File: config.mk
export PLATFORM = sky130hd
export DESIGN_NAME = sequential_read
export DESIGN_NICKNAME = d
export VERILOG_FILES = /design/src/rtl/sequential_read_pkg.sv /design/src/rtl/sequential_read.sv
export SDC_FILE = /design/constraint.sdc
export NUM_CORES = 1
export LEC_CHECK = 0
export BUFFER_PORTS_ARGS = -buffer_cell sky130_fd_sc_hd__buf_2
export CORE_MARGIN = 1.5
export CORE_UTILIZATION = 48
export CTS_BUF_LIST = sky130_fd_sc_hd__clkbuf_8
export CTS_CLUSTER_SIZE = 16
export DETAILED_ROUTE_END_ITERATION = 8
export PLACE_DENSITY_LB_ADDON = 0.3
export SLEW_MARGIN = 20
export SYNTH_ARGS = -nofsm -noshare
export SYNTH_HDL_FRONTEND = slang
export SYNTH_SLANG_ARGS = --single-unit
File: constraint.sdc
create_clock -name clk -period 3.7 [get_ports clk]
set_input_delay 0.185 -clock clk [delete_from_list [all_inputs] [get_ports clk]]
set_output_delay 0.185 -clock clk [all_outputs]
set_load 0.03 [all_outputs]
File: src/rtl/sequential_read_pkg.sv
// rtl/sequential_read_pkg.sv - shared record-read constants and FSM encoding
package sequential_read_pkg;

  localparam int unsigned DEFAULT_RECORD_LEN = 8;
  localparam int unsigned DEFAULT_ADDR_W     = 12;

  // A NUL byte terminates a record early.
  localparam logic [7:0] NUL_CHAR = 8'h00;

  typedef enum logic [2:0] {
    ST_IDLE,
    ST_ISSUE,
    ST_CAPTURE,
    ST_PRESENT,
    ST_FINISH
  } state_e;

endpackage

File: src/rtl/sequential_read.sv
// rtl/sequential_read.sv - reads one fixed-stride record from character RAM and streams it out
module sequential_read
  import sequential_read_pkg::*;
#(
  parameter int unsigned RECORD_LEN = DEFAULT_RECORD_LEN,
  parameter int unsigned ADDR_W     = DEFAULT_ADDR_W
) (
  input  logic              clk,
  input  logic              reset,
  input  logic              start,
  input  logic [ADDR_W-1:0] begin_at,
  output logic [ADDR_W-1:0] mem_addr,
  input  logic [7:0]        mem_q,
  output logic [7:0]        char_out,
  output logic              char_valid,
  input  logic              char_ready,
  output logic              busy,
  output logic              done,
  output logic [3:0]        count,
  output logic [ADDR_W-1:0] next_addr
);

  localparam int unsigned       IDX_W  = $clog2(RECORD_LEN + 1);
  localparam logic [IDX_W-1:0]  IDX_END = IDX_W'(RECORD_LEN);
  localparam logic [ADDR_W-1:0] STRIDE  = ADDR_W'(RECORD_LEN);

  state_e            state_q, state_d;
  logic [ADDR_W-1:0] base_q, base_d;
  logic [IDX_W-1:0]  index_q, index_d;
  logic [IDX_W-1:0]  index_inc;
  logic [3:0]        count_q, count_d;
  logic [ADDR_W-1:0] next_addr_q, next_addr_d;
  logic [ADDR_W-1:0] mem_addr_q, mem_addr_d;
  logic [7:0]        char_out_q, char_out_d;

  always_ff @(posedge clk or posedge reset) begin
    if (reset) begin
      state_q     <= ST_IDLE;
      base_q      <= '0;
      index_q     <= '0;
      count_q     <= '0;
      next_addr_q <= '0;
      mem_addr_q  <= '0;
      char_out_q  <= NUL_CHAR;
    end else begin
      state_q     <= state_d;
      base_q      <= base_d;
      index_q     <= index_d;
      count_q     <= count_d;
      next_addr_q <= next_addr_d;
      mem_addr_q  <= mem_addr_d;
      char_out_q  <= char_out_d;
    end
  end

  // mem_addr is loaded on entry to ISSUE so the RAM sees it for the whole ISSUE cycle.
  always_comb begin
    state_d     = state_q;
    base_d      = base_q;
    index_d     = index_q;
    count_d     = count_q;
    next_addr_d = next_addr_q;
    mem_addr_d  = mem_addr_q;
    char_out_d  = char_out_q;
    index_inc   = index_q + IDX_W'(1);

    case (state_q)
      ST_IDLE: begin
        if (start) begin
          base_d      = begin_at;
          index_d     = '0;
          count_d     = '0;
          next_addr_d = begin_at + STRIDE;
          mem_addr_d  = begin_at;
          state_d     = ST_ISSUE;
        end
      end
      ST_ISSUE: begin
        state_d = ST_CAPTURE;
      end
      ST_CAPTURE: begin
        char_out_d = mem_q;
        state_d    = (mem_q == NUL_CHAR) ? ST_FINISH : ST_PRESENT;
      end
      ST_PRESENT: begin
        if (char_ready) begin
          count_d = count_q + 4'd1;
          index_d = index_inc;
          if (index_inc == IDX_END) begin
            state_d = ST_FINISH;
          end else begin
            mem_addr_d = base_q + ADDR_W'(index_inc);
            state_d    = ST_ISSUE;
          end
        end
      end
      ST_FINISH: begin
        state_d = ST_IDLE;
      end
      default: begin
        state_d = ST_IDLE;
      end
    endcase
  end

  assign mem_addr   = mem_addr_q;
  assign char_out   = char_out_q;
  assign char_valid = (state_q == ST_PRESENT);
  assign busy       = (state_q != ST_IDLE);
  assign done       = (state_q == ST_FINISH);
  assign count      = count_q;
  assign next_addr  = next_addr_q;

endmodule

# Yosys cells after proc, flatten, opt, wreduce, memory -nomap -nowiden
# Index checks and enable logic that the tools add are counted.
op_classes:
  addsub: 4
  mul: 0
  n_div: 0
  n_lt_le_gt_ge: 0
  n_eq_ne: 8
  shift: 0
  n_mux: 14
  n_bitwise: 0
  n_reduce_logical: 8
op_table:
  columns: ["cell", "count"]
  rows:
  - ["12-bit two-way mux", 3]
  - ["12-bit case mux with 2 select lines", 1]
  - ["4-bit case mux with 2 select lines", 2]
  - ["12-bit by 4-bit adder with 12-bit output", 1]
  - ["12-bit by 4-bit adder with 12-bit output, second input constant", 1]
  - ["3-bit two-way mux", 4]
  - ["4-bit two-way mux", 3]
  - ["3-bit case mux with 4 select lines", 1]
  - ["4-bit by 1-bit adder with 4-bit output, second input constant", 2]
  - ["8-bit zero test", 1]
  - ["3-bit by 2-bit equality test with 1-bit output, second input constant", 2]
  - ["4-bit equality test, second input constant", 1]
  - ["2-bit inequality test, second input constant", 2]
  - ["2-bit AND reduction", 2]
  - ["4-bit AND reduction", 1]
  - ["3-bit by 1-bit equality test with 1-bit output, second input constant", 1]
  - ["3-bit equality test, second input constant", 1]
  - ["3-bit zero test", 1]
  - ["3-bit AND reduction", 1]
  - ["3-bit nonzero test", 1]
  - ["2-bit by 1-bit inequality test with 1-bit output, second input constant", 1]
  - ["2-bit nonzero test", 1]
totals:
  regBits: 55
  latchBits: 0
  mem_bits_rw: 0
  rom_bits: 0
  memories: 0

# Depth between registers and ports, before layout
# Gate-level depths: netlist (run 1).
logic_depth:
  word_depth: 5
  mapped_depth: 10
  depth_no_buf: 8

# Worst setup path after synthesis (run 1)
# No wires, ideal clock.
synth_timing:
  kind: "reg2reg"
  start: "reg index_q[0]"
  end: "reg mem_addr_q[5], in the netlist mem_addr[5]"
  arrival_ns: 1.954
  setup_slack_ns: 1.608
  path_stages_with_launch: 9
  n_path_buf: 0
  synth_period_minus_slack_ns: 2.092
  cell_sequence: "dfrtp_1 ha_1 xor2_1 ha_1 o21a_1 a21oi_1 nor3_1 o31ai_1 o21ai_0"
synth_via:
  elab_chain_len: 5
synth_lines:
  columns: ["element", "line_no", "source"]
  rows:
  - ["start: declaration", "sequential_read.sv:29", "logic [IDX_W-1:0] index_q, index_d;"]
  - ["start signal: assignment", "sequential_read.sv:48", "index_q <= index_d;"]
  - ["4-bit by 1-bit adder with 4-bit output *", "sequential_read.sv:65", "index_inc = index_q + IDX_W'(1);"]
  - ["12-bit by 4-bit adder with 12-bit output", "sequential_read.sv:92", "mem_addr_d = base_q + ADDR_W'(index_inc);"]
  - ["12-bit two-way mux", "sequential_read.sv:89", "if (index_inc == IDX_END) begin"]
  - ["12-bit two-way mux", "sequential_read.sv:86", "if (char_ready) begin"]
  - ["12-bit case mux with 2 select lines", "sequential_read.sv:67", "case (state_q)"]
  - ["end signal: assignment", "sequential_read.sv:51", "mem_addr_q <= mem_addr_d;"]
  - ["end: declaration", "sequential_read.sv:33", "logic [ADDR_W-1:0] mem_addr_q, mem_addr_d;"]
# Every way passes the cells marked *; elsewhere a longest branch is shown, timed or not. The select of a mux whose other input is x is not followed.
# A chain may end at the register's enable or synchronous reset.

# Final worst setup path (run 1)
# Ends and elaborated chain as after synthesis.

==> results_dict.tcl, run 1 <==
set metrics [dict create \
    core-area_um2 5440 \
    cp_max_fo 6 \
    cts-buffers-inserted 5 \
    slew_violations 0 \
    synth_area_leaders "dfrtp_1 48%, nand2_1 9.2%, mux2_2 3.4%, ha_1 3.3%, xnor2_1 3.3%" \
    drtIter0Drc 92 \
    ctsResizeCount 0 \
    die_h_um 77.8 \
    grt_max_degree 53 \
    relSlewSlack_pct 40.6 \
    synth_top_area_share_pct 48.4 \
    power-per-cell-area_nw_per_um2 905 \
    skew_ps 6.07 \
    final_area_um2 3080 \
    htreeDepth 2 \
    clk_pin_slew_ps 90 \
    dr.pass1.iters 4 \
    cts_tree "done" \
    min_period_over_period_pct 63.2 \
    rsz0062_at_grt "no" \
    tns_ps 0 \
    status "complete, no violations" \
    required_ps 3870 \
    drv_cap 0 \
    grt_first_pass_wirelength_um 9350 \
    yosysTopAreaCell "dfrtp_1" \
    hold_viol_final 0 \
    initial_core_util_pct 49.4 \
    start_kind "register" \
    track_usage_pct 19.7 \
    drt-total-wl_um 5760 \
    synth_warnings 0 \
    worst_slew_pin_slew_ps 891 \
    end_kind "register" \
    grt_overflow 0 \
    p_total_w 0.00279 \
    fmax_mhz 428 \
    syn_area_um2 2690 \
    clk_path_buf_depth 2 \
    r2r-end "mem_addr[5]$_DFFE_PP0P_" \
    regToRegStartpoint "index_q[0]$_DFFE_PP0P_" \
    hold_class "primary input to asynchronous set/reset pin" \
    cp-endpoint "mem_addr[5]$_DFFE_PP0P_" \
    n_antenna_cell 0 \
    clkSinkCount 52 \
    r2r_slack_ps 1360 \
    leakage_nw 1.52 \
    wl_per_cell_um 14.5 \
    syn_avg_cell_area_um2 9.99 \
    ys_types 52 \
    viasPerCell 5.34 \
    netlist_instances 269 \
    synth_edf_count 0 \
    placed_area_um2 2990 \
    seq_area_frac_synth_pct 48.4 \
    gp_congestion 0.819 \
    finalSetupViolations 0 \
    final_antenna_net_count 0 \
    dp.final_hpwl_um 4240 \
    r2r_cells 8 \
    hold_buffers 0 \
    utilization_pct 56.7 \
    worstSkewPairLatency_ps 300 \
    async_flop_share_pct 100 \
    synth-main-ff-cell "dfrtp_1" \
    drive_gt1_share_pct 27.3 \
    final_cell_mix "66 x nand2_1, 62 x buf_2, 52 x dfrtp_1, 17 x o21ai_0, 11 x nor2_1" \
    drc 0 \
    setup_ws_ps 1360 \
    grt_pass1_vias 1947 \
    syn2layout_area_growth_pct 14.8 \
    dp_slack_ps 1410 \
    layout_commonest_cell "nand2_1" \
    min_period_ps 2340 \
    design.die.area_um2 6050 \
    fin_nets 357 \
    ir_drop_mv 0.473 \
    fp.dieW_um 77.8 \
    antenna_found_initial 0 \
    crit_start "index_q[0]$_DFFE_PP0P_" \
    ios 63 \
    synth_nets 301 \
    root_buffer "clkbuf_8" \
    worstPathArrival_ps 2500 \
    num_vias 2125 \
    worst-setup-path-type "register to register" \
    postCtsSetupBuffers 0 \
    io_buffers 62 \
    ys_ff_latch 52 \
    rows 27 \
]
-- sequential cells by signal, summed over array words and instances, names as in the netlist --
register,flops
mem_addr,12
char_out,8
state_q,3
base_q,12
count,4
index_q,4
next_addr,9
-- cell families (layout without fill, tap and decap cells) --
logic type	after synthesis	count (layout)	share of synthesized area, %
muxes	11	11	4.47
DFF	52	52	48.4
adders and majority gates	8	8	4.01
AOI/OAI and AO/OA	50	50	13.0
and+or+nand+nor	109	109	18.9
buffers and inverters	19	76	4.61
xor gates and xnor gates	20	20	6.52
-- worst min path at each step --
stage                startpoint                  endpoint  slack (ps)  cells past startpoint
detailed placement  begin_at[0]     base_q[0]$_DFFE_PP0P_         400                      3
finish                    reset  next_addr[4]$_DFFE_PP0P_          20                      2
global route        begin_at[1]     base_q[1]$_DFFE_PP0P_          90                      3
floorplan           begin_at[0]     base_q[0]$_DFFE_PP0P_         290                      2
global placement    begin_at[1]     base_q[1]$_DFFE_PP0P_         400                      3
CTS                 begin_at[0]     base_q[0]$_DFFE_PP0P_          80                      3
-- worst max-delay path: stages (launching register included) --
cell and delay, ps:
dfrtp_1 450, ha_1 270, xor2_1 190, ha_1 340, o21a_1 200, a21oi_1 350
nor3_1 90, o31ai_1 230, o21ai_0 100
-- cell usage after synthesis (all sizes together), types with 4 or more instances --
cell,instances
a21oi,7
buf,12
dfrtp,52
ha,7
inv,5
mux2,8
nand2,68
nand3,6
nor2,12
nor3b,4
o21ai,18
xnor2,10
xor2,10
-- through the flow --
step / instances / hold slack, ps
floorplan: 269 / 290
global placement: 390 / 398
detailed placement: 390 / 398
CTS: 398 / 80.1
global route: 398 / 91.7
finish: 398 / 21.9
-- layer usage --
layer / share of wire, % / track usage, %
met5: 0 / 0
met4: 1.2 / 6.18
met3: 4.2 / 4.59
met2: 47 / 31.7
met1: 47 / 26.4
-- power breakdown --
group,leakage (nW),total [W],switching (W),internal [W]
Combinational,0.824,0.00144,0.000928,0.000513
Clock,0.0486,0.000330,0.000180,0.000149
Sequential,0.646,0.00102,0.000199,0.000822
Total,1.52,0.00279,0.00131,0.00148
-- cell type report --
class	count	area (µm²)
clock buffers	6	82.6
repair buffers	63	318
inverters	5	20.0
well taps	72	90.1
fillers	502	2350
multi-input cells	198	1260
flip-flops and latches	52	1300
clock inverters	2	11.3
No activity file was read; power rests on OpenSTA's default activity.
==> run 2: changes to the inputs <==
==> constraint.sdc (replaced) <==
create_clock -name clk -period 2 [get_ports clk]
set_input_delay 0.1 -clock clk [delete_from_list [all_inputs] [get_ports clk]]
set_output_delay 0.1 -clock clk [all_outputs]
set_load 0.03 [all_outputs]
==> run 2 against run 1 <==
  * The run now ends with setup timing left
  * Maximum frequency increased by 11%
  * Register-to-register slack got worse by 1500 ps
  * Final cell count increased by 5.8%
  * First-iteration DRC count is 18% higher
  * Sequential cell count unchanged
  * Clock skew increased by 1.3 ps
  * Sequential share of layout area is 3.9 points lower
  * Global-route usage rose by 1.6 points
  * Critical path depth grew 2
  * Power up 100%
  * Final area up 10%
  * Largest cell class is now multi-input gates
==> results_dict.tcl, run 2 (same netlist as run 1, synthesis figures left out) <==
set metrics [dict create \
    final_area_um2 3400 \
    status "finished with violations" \
    cp_max_fo 4 \
    slew_violations 0 \
    design.die.area_um2 6050 \
    syn2layout_area_growth_pct 26.5 \
    skew_ps 7.38 \
    drive_gt1_share_pct 35.5 \
    nFillCells 452 \
    grt_use_met2_pct 34.0 \
    initial_core_util_pct 49.4 \
    power-per-cell-area_nw_per_um2 1660 \
    dr.pass1.iters 4 \
    grt_overflow 0 \
    viasPerCell 5.22 \
    seqCellArea_um2 1300 \
    drv_cap 0 \
    track_usage_pct 21.4 \
    fmax_mhz 474 \
    dp.final_hpwl_um 4460 \
    clk_path_buf_depth 2 \
    drtIter0Drc 109 \
    rows 27 \
    setup_ws_ps -110 \
    failed_checks "setup timing" \
    worstSkewPairLatency_ps 310 \
    ir_drop_mv 0.902 \
    die_h_um 77.8 \
    finalSetupViolations 5 \
    p_switching_w 0.00262 \
    min_period_ps 2110 \
    core-area_um2 5440 \
    gp_congestion 0.847 \
    final_cell_mix "65 x nand2_1, 62 x buf_2, 52 x dfrtp_1, 17 x buf_4, 16 x o21ai_0" \
    clkSinkCount 52 \
    intPower_w 0.00303 \
    tns_ps -225 \
    ios 63 \
    layout_commonest_cell "nand2_1" \
    worst_slew_pin_slew_ps 593 \
    clk_pin_slew_ps 90 \
    pwr-share-seq_pct 32.9 \
    num_vias 2198 \
    antenna_found_initial 0 \
    fp.dieW_um 77.8 \
    htreeDepth 2 \
    p_total_w 0.00565 \
    min_period_over_period_pct 105 \
    multi_input_area_um2 1380 \
    p_clk_share_pct 10.0 \
    required_ps 2190 \
    worst-setup-path-type "register to register" \
    grt_max_degree 28 \
    hold_viol_final 0 \
    drt-total-wl_um 6150 \
    cts-buffers-inserted 5 \
    root_buffer "clkbuf_8" \
    leakage_nw 1.66 \
    grt_first_pass_wirelength_um 10100 \
    whs_ps 14.3 \
    placed_area_um2 3130 \
    pwr-share-comb_pct 57.1 \
    io_buffers 62 \
    n_antenna_cell 0 \
    start_kind "register" \
    use_met3_pct 4.24 \
    drc 0 \
    end_kind "register" \
    grt_pass1_vias 2133 \
    cts_tree "done" \
    wl_per_cell_um 14.6 \
    p_sw_share_pct 46.4 \
    hold_class "primary input to register" \
    rsz0062_at_grt "yes" \
    worstPathArrival_ps 2300 \
    fin_nets 381 \
    grt.busiest_layer "met2" \
    met1_usage_pct 28.9 \
    final_antenna_net_count 0 \
    relSlewSlack_pct 60.4 \
]
## run 2: what timing repair did
| item | CTS | global route |
|---|---|---|
| setup buffers | 3 | 2 |
| resized for setup | 10 | 14 |
| hold buffers | 3 | 0 |
| setup endpoints to repair | 6 | 8 |
| endpoints found under the hold margin | 28 | 0 |
| pin swaps | 5 | 11 |
## run 2: path summary, 6_finish.rpt
kind / from / to / slack [ps] / depth (start not counted)
worst max-delay path: index_q[0]$_DFFE_PP0P_ / mem_addr[5]$_DFFE_PP0P_ / -110 / 10
worst min-delay path: begin_at[2] / base_q[2]$_DFFE_PP0P_ / 10 / 3
worst max register to register: index_q[0]$_DFFE_PP0P_ / mem_addr[5]$_DFFE_PP0P_ / -110 / 10
worst min register to register: next_addr[9]$_DFFE_PP0P_ / next_addr[9]$_DFFE_PP0P_ / 480 / 2
max in group asynchronous: reset / state_q[2]$_DFFE_PP0P_ / 1060 / 4
min in group asynchronous: reset / next_addr[11]$_DFFE_PP0P_ / 390 / 3
## run 2: power groups by stage
stage	registers (W)	logic, W	clock network (W)
after floorplan	0.00242	0.00157	0
after global placement	0.00184	0.00289	0
after detailed placement	0.00186	0.00294	0
after CTS	0.00184	0.00308	0.000570
after global routing	0.00193	0.00349	0.000624
final	0.00186	0.00323	0.000565
## run 2: worst max-delay path, stage by stage, from the launching register on
cell,delay (ps)
dfrtp_1,420
buf_6,140
nand3_4,70
xnor2_2,150
ha_1,330
o21a_1,210
a21oi_4,80
buf_6,130
o21a_1,170
o31ai_2,200
o21ai_1,100
## run 2: metal layers
metal  up-vias  part of all wire, %
li1       1080                    -
met4         0                  1.7
met2        58                   48
met1      1051                   45
met3         9                  6.0
met5         -                    0
## run 2: area by class of cell
class	instances	area share, %
Clock inverter	2	0.258
Multi-Input combinational cell	198	40.5
Tap cell	72	2.65
Sequential cell	52	38.3
Timing Repair Buffer	87	15.7
Inverter	5	0.552
Clock buffer	5	2.03
## run 2: stage by stage
| stage | utilization [%] | instances | setup slack, ps |
|---|---|---|---|
| 5_1_grt | 62.5 | 421 | -155 |
| 6_report | 62.5 | 421 | -110 |
| 3_5_place_dp | 57.5 | 406 | -80.9 |
| 3_3_place_gp | 57.5 | 406 | -33.0 |
| 4_1_cts | 60.7 | 419 | -51.7 |
| 2_1_floorplan | - | 269 | -14.7 |
